$ cat config.mk
export PLATFORM = sky130hd
export DESIGN_NAME = nand_logic_pipe
export DESIGN_NICKNAME = d
export VERILOG_FILES = /design/src/rtl/nand_logic_pipe.sv
export SDC_FILE = /design/constraint.sdc
export NUM_CORES = 1
export LEC_CHECK = 0
export BUFFER_PORTS_ARGS = -buffer_cell sky130_fd_sc_hd__clkbuf_2
export CAP_MARGIN = 0
export CORE_ASPECT_RATIO = 1.75
export CORE_MARGIN = 3
export CORE_UTILIZATION = 37
export DETAILED_ROUTE_END_ITERATION = 8
export SLEW_MARGIN = 0
export SYNTH_ARGS = -nofsm -noshare
export SYNTH_HDL_FRONTEND = slang
export SYNTH_SLANG_ARGS = --single-unit
$ cat constraint.sdc
create_clock -name clk -period 2.3 [get_ports clk]
set_input_delay 0.46 -clock clk [delete_from_list [all_inputs] [get_ports clk]]
set_output_delay 0.46 -clock clk [all_outputs]
set_load 0.02 [all_outputs]
$ cat src/rtl/nand_logic_pipe.sv
// rtl/nand_logic_pipe.sv - pipelined NAND2-built bitwise logic unit with elastic valid/ready stages
module nand_logic_pipe #(
   parameter int WIDTH  = 8,
   parameter int STAGES = 2,
   parameter int CNT_W  = 16
) (
   input  logic             clk,
   input  logic             rst,
   input  logic             in_valid,
   output logic             in_ready,
   input  logic [WIDTH-1:0] A,
   input  logic [WIDTH-1:0] B,
   input  logic [2:0]       op,
   output logic             out_valid,
   input  logic             out_ready,
   output logic [WIDTH-1:0] Z,
   output logic [2:0]       op_out,
   output logic             zero,
   output logic             parity,
   output logic [CNT_W-1:0] done_cnt
);

   localparam int LAST = STAGES - 1;

   logic [WIDTH-1:0] f_and, f_nand, f_or, f_nor, f_xor, f_xnor, f_not, f_pass;
   logic [WIDTH-1:0] n_b, n_x1, n_x2;
   logic [WIDTH-1:0] fn_z;

   // Every function is a small network of NAND2 cells, one network per bit.
   for (genvar i = 0; i < WIDTH; i++) begin : g_bit
      nand2 u_ab   (.a(A[i]),      .b(B[i]),      .y(f_nand[i]));
      nand2 u_aa   (.a(A[i]),      .b(A[i]),      .y(f_not[i]));
      nand2 u_bb   (.a(B[i]),      .b(B[i]),      .y(n_b[i]));
      nand2 u_and  (.a(f_nand[i]), .b(f_nand[i]), .y(f_and[i]));
      nand2 u_or   (.a(f_not[i]),  .b(n_b[i]),    .y(f_or[i]));
      nand2 u_nor  (.a(f_or[i]),   .b(f_or[i]),   .y(f_nor[i]));
      nand2 u_x1   (.a(A[i]),      .b(f_nand[i]), .y(n_x1[i]));
      nand2 u_x2   (.a(B[i]),      .b(f_nand[i]), .y(n_x2[i]));
      nand2 u_xor  (.a(n_x1[i]),   .b(n_x2[i]),   .y(f_xor[i]));
      nand2 u_xnor (.a(f_xor[i]),  .b(f_xor[i]),  .y(f_xnor[i]));
      nand2 u_pass (.a(f_not[i]),  .b(f_not[i]),  .y(f_pass[i]));
   end

   // Op select only steers between the NAND-built results.
   always_comb begin
      fn_z = '0;
      case (op)
         3'b000:  fn_z = f_and;
         3'b001:  fn_z = f_nand;
         3'b010:  fn_z = f_or;
         3'b011:  fn_z = f_nor;
         3'b100:  fn_z = f_xor;
         3'b101:  fn_z = f_xnor;
         3'b110:  fn_z = f_not;
         default: fn_z = f_pass;
      endcase
   end

   logic [STAGES-1:0] valid_q;
   logic [STAGES-1:0] load;
   logic [WIDTH-1:0]  z_q [STAGES];
   logic [2:0]        op_q [STAGES];
   logic [STAGES-1:0] stage_v_in;
   logic [WIDTH-1:0]  stage_z_in [STAGES];
   logic [2:0]        stage_op_in [STAGES];
   logic              zero_q, parity_q;
   logic [CNT_W-1:0]  cnt_q;

   // A stage can load unless it and every stage downstream are full while the consumer stalls.
   always_comb begin
      logic blocked;
      blocked = !out_ready;
      load    = '0;
      for (int k = LAST; k >= 0; k--) begin
         blocked = blocked && valid_q[k];
         load[k] = !blocked;
      end
   end

   // Stage 0 is fed by the logic function, later stages by their predecessor.
   always_comb begin
      stage_v_in     = '0;
      stage_v_in[0]  = in_valid;
      stage_z_in[0]  = fn_z;
      stage_op_in[0] = op;
      for (int k = 1; k < STAGES; k++) begin
         stage_v_in[k]  = valid_q[k-1];
         stage_z_in[k]  = z_q[k-1];
         stage_op_in[k] = op_q[k-1];
      end
   end

   // Pipeline advance, output flags and saturating completion counter.
   always_ff @(posedge clk) begin
      if (rst) begin
         valid_q  <= '0;
         zero_q   <= 1'b0;
         parity_q <= 1'b0;
         cnt_q    <= '0;
         for (int k = 0; k < STAGES; k++) begin
            z_q[k]  <= '0;
            op_q[k] <= '0;
         end
      end else begin
         for (int k = 0; k < STAGES; k++) begin
            if (load[k]) begin
               valid_q[k] <= stage_v_in[k];
               if (stage_v_in[k]) begin
                  z_q[k]  <= stage_z_in[k];
                  op_q[k] <= stage_op_in[k];
               end
            end
         end
         if (load[LAST] && stage_v_in[LAST]) begin
            zero_q   <= (stage_z_in[LAST] == '0);
            parity_q <= ^stage_z_in[LAST];
         end
         if (valid_q[LAST] && out_ready && (cnt_q != '1)) begin
            cnt_q <= cnt_q + 1'b1;
         end
      end
   end

   assign in_ready  = load[0] && !rst;
   assign out_valid = valid_q[LAST];
   assign Z         = z_q[LAST];
   assign op_out    = op_q[LAST];
   assign zero      = zero_q;
   assign parity    = parity_q;
   assign done_cnt  = cnt_q;

endmodule

// Two-input NAND cell, the only logic primitive used by the function network.
module nand2 (
   input  logic a,
   input  logic b,
   output logic y
);
   assign y = ~(a & b);
endmodule

# Yosys cells after proc, flatten, opt, wreduce, memory -nomap -nowiden
# Memory sizes are Yosys's and may differ from the RTL's.
# Index checks and enable logic that the tools add are counted.
# classes
addsub	1
eq_ne	7
muxes	15
bitwise	100
n_reduce_logical	13
# ops
op	n
$not A1 Y1	56
$pmux W8 S7	1
$and A1 B1 Y1	40
$add A16 B1 Y16 const B	1
$mux W8	2
$ne A16 B16 Y1 const B	1
$mux W1	10
$eq A3 B3 Y1 const B	3
$logic_not A8 Y1	1
$reduce_xor A8 Y1	1
$eq A3 B2 Y1 const B	2
$logic_and A1 B1 Y1	6
$mux W3	2
$logic_not A1 Y1	4
$or A1 B1 Y1	4
$eq A3 B1 Y1 const B	1
$logic_not A3 Y1	1
# totals
register_bits	20
mem_bits_rw	22
in_bits	23
out_inout_bits	31
word_cells	143
mem_count	2
# mem_list
memory	words	width	rd	rd_ports_with_merged_regs	write_ports	line	rtl
z_q	2	8	2	0	2	61	logic [WIDTH-1:0] z_q [STAGES];
op_q	2	3	2	0	2	62	logic [2:0] op_q [STAGES];

# Longest topological paths before layout
# logic_depth
word_depth	8
ltp_mapped	6
depth_no_buf	6

# By module
# Synthesis repeated with hierarchy kept, for this count alone.
# hier_totals
cells_unflattened	354
area_unflattened_um2	2842.7
# by_module_without_submodules
mod	n_inst	cells_each	area_each_um2	seq_area_each_um2
nand_logic_pipe	1	266	2512.4	1061.0
nand2	88	1	3.8	0.0

# Least setup slack after synthesis
# Ideal clock, no wire load.
# synth_path
path_type	reg-to-reg
startpoint	register cnt_q[2] (netlist: done_cnt[2])
endpoint	register cnt_q[15] (netlist: done_cnt[15])
setup_ps	74
arrival_ps	1892
t_required_ps	2226
slack_ps	334
stages_incl_launch_ff	6
n_path_buf	1
synth_period_minus_slack_ps	1966
path_cell_list	dfxtp_1 nand2_2 or4_1 buf_2 or4_1 a31oi_1
# synth_via
elab_chain_len	2
word_cells_on_any_way	3
cone_classes	add/sub: 1; eq/ne: 1; reduce/logical: 1
# synth_rtl
element	line	rtl
start, declared	67	logic [CNT_W-1:0] cnt_q;
start signal, assigned	119	cnt_q <= cnt_q + 1'b1;
parallel branches: the longest is 2 deep, another holds $add A16 B1 Y16	-	
# Parallel ways; which one is timed is not known.
# A chain may end at the register's enable or synchronous reset.

# Worst setup path in the final report
# Same ends and word-level chain as after synthesis.

==> results.sh <==
export IMPL_status="finished clean"
export IMPL_synth_seq_area_share_pct=42.3
export IMPL_wl_met2_um=2820
export IMPL_grt_overflow_total=0
export IMPL_clock_root_buffer="clkbuf_16"
export IMPL_power_frac_comb_pct=15.7
export IMPL_ys_types=43
export IMPL_cp_arrival_ns=2.20
export IMPL_insertion_delay_ns=0.28
export IMPL_relSlewSlack_pct=39.6
export IMPL_p_sw_uw=449
export IMPL_wl_um=5020
export IMPL_dr_pass1_iters=4
export IMPL_grt_max_degree=20
export IMPL_slew_viol_final=0
export IMPL_yosysMostFrequentCell="inv_1"
export IMPL_drc_errors=0
export IMPL_regArea_um2=1060
export IMPL_synth_top_flop_cell="edfxtp_1"
export IMPL_fillers=671
export IMPL_multiInputGateArea_um2=1250
export IMPL_finalNetCount=362
export IMPL_yosys_top_cells_area="edfxtp_1 (26%), dfxtp_1 (16%), ha_1 (10%)"
export IMPL_cts_made_buffers=5
export IMPL_worst_pin_slew_ns=0.904
export IMPL_syn_to_final_growth_pct=20.2
export IMPL_intPower_uw=1360
export IMPL_dp_hpwl_um=4100
export IMPL_fmax_mhz=504
export IMPL_netlist_area_um2=2510
export IMPL_dr_wl_met3_um=242
export IMPL_power_frac_seq_pct=47.2
export IMPL_path_clk_slew_ns=0.06
export IMPL_startpoint_type="register"
export IMPL_max_cap_violations=0
export IMPL_synth_edf_count=22
export IMPL_dieHeight_um=115
export IMPL_p_leak_uw=0.00129
export IMPL_finalSetupViolations=0
export IMPL_fin_area_um2=3020
export IMPL_finalCritPeriodShare_pct=86.3
export IMPL_drive_gt1_share_pct=26.0
export IMPL_endpoint_kind="register"
export IMPL_hp_class="input port to register"
export IMPL_postPlaceCellArea_um2=2880
export IMPL_required_ns=2.52
export IMPL_post_synth_top_area_cell="edfxtp_1"
export IMPL_hold_violations=0
export IMPL_cts_setup_buffers=0
export IMPL_cts_max_path_buffers=2
export IMPL_grt_pass1_vias=1928
export IMPL_switching_share_pct=24.8
export IMPL_highest_layer="met4"
export IMPL_power_density_nw_per_um2=599
export IMPL_p_total_uw=1810
export IMPL_p_clk_share_pct=37.1
export IMPL_first_iter_violations=92
export IMPL_finalSetupTns_ns=0
export IMPL_finClkSkew_ns=0.00534
export IMPL_ant_nets=0
export IMPL_die_area_um2=7840
export IMPL_grt_first_pass_wirelength_um=8330
export IMPL_io_buffers=53
export IMPL_synth_seq_cells=42
export IMPL_gr_usage_all_layers_pct=13.9
export IMPL_yosys_warnings=0
export IMPL_synth_commonest_cells="inv_1 (36), nor2_1 (31), edfxtp_1 (22)"
export IMPL_syn_area_per_cell_um2=9.54
export IMPL_viasPerCell=5.02
export IMPL_peakVddDrop_uv=250
export IMPL_clkSinkCount=42
export IMPL_core_area_um2=6540
export IMPL_cts_repair_resized=0
export IMPL_m1WireLength_um=1780
export IMPL_gp_congestion=0.757
export IMPL_synth_nets=307
export IMPL_path_max_fanout=8
export IMPL_cts_tree="yes"
export IMPL_critPathKind="register to register"
export IMPL_synth_top_area_share_pct=26.3
export IMPL_rows=39
export IMPL_syn_instance_count=263
export IMPL_die_x_um=68.2
export IMPL_cts_hold_buffers=0
export IMPL_fin_crit_ns=1.98
export IMPL_vias=2015
export IMPL_antenna_cells=0
export IMPL_async_reset_ff_share_pct=0
export IMPL_grt_setup_unrepaired="no"
export IMPL_grt_antenna_before_repair=0
export IMPL_wl_per_cell_um=12.5
export IMPL_htree_levels=2
export IMPL_start_util_pct=38.4
export IMPL_num_io_pins=54
[critical path: stages (launching register included)]
cell and delay [ns]:
dfxtp_1 0.45, nand2_2 0.11, or4_1 0.66, or4_1 0.54
a31oi_1 0.16
[final cells by class]
class	count	share of cell area, %
Multi-Input combinational cell	172	41.5
Sequential cell	42	35.2
Timing Repair Buffer	61	10.8
Inverter	36	4.48
Clock buffer	5	4.15
Tap cell	82	3.40
Clock inverter	3	0.539
[cells by family after synthesis]
kind of cell               after synthesis  share of synthesized area, %
buffers and inverters                   49                          7.83
adders and majority gates               21                          10.5
muxes                                    9                          6.68
AOI/OAI and AO/OA                       42                          10.2
DFF                                     42                          42.3
xor gates and xnor gates                10                          3.49
and+or+nand+nor                         90                          19.1
[metrics by stage]
stage / setup slack [ns] / hold slack, ns / util [%] / std cells
CTS: 0.309 / 0.451 / 46.1 / 401
global placement: 0.193 / 0.466 / 44.0 / 393
detailed placement: 0.157 / 0.469 / 44.0 / 393
floorplan: 0.334 / 0.488 / - / 263
finish: 0.316 / 0.458 / 46.1 / 401
global route: 0.225 / 0.475 / 46.1 / 401
[worst paths after layout]
path / start / cells past startpoint / slack, ns / to
setup / recovery: done_cnt[2] / 4 / 0.32 / done_cnt[15]
hold / removal: in_valid / 3 / 0.46 / valid_q[0]
setup reg to reg: done_cnt[2] / 4 / 0.32 / done_cnt[15]
hold reg to reg: zero / 2 / 0.47 / zero
[power groups by stage]
stage	logic (uW)	clock network (uW)	registers, uW
after floorplan	187	0	890
after global placement	284	0	870
after detailed placement	290	0	871
after CTS	291	685	855
after global routing	328	718	858
final	283	671	854
[state kept, by name, summed over array words and instances (netlist names)]
| register | flops |
|---|---|
| z_q | 16 |
| valid_q | 2 |
| zero | 1 |
| done_cnt | 16 |
| op_q | 6 |
| parity | 1 |
[layout by cell type (no fill, tap or decap), types with 8 or more instances in the layout]
master / synthesis / layout
o21ai_0: 11 / 11
xnor2_1: 8 / 8
inv_1: 36 / 36
dfxtp_1: 20 / 20
edfxtp_1: 22 / 22
a21oi_1: 15 / 15
clkbuf_2: 0 / 53
nand2_1: 9 / 9
buf_4: 3 / 8
ha_1: 21 / 21
nor2_1: 31 / 31
[metal layers]
metal  vias to the layer above  GRT usage (%)
met2                        48           26.2
met3                        12           2.44
met4                         0           7.30
met1                       936           13.7
li1                       1019              -
met5                         -              0
No activity file was read; power rests on OpenSTA's default activity.
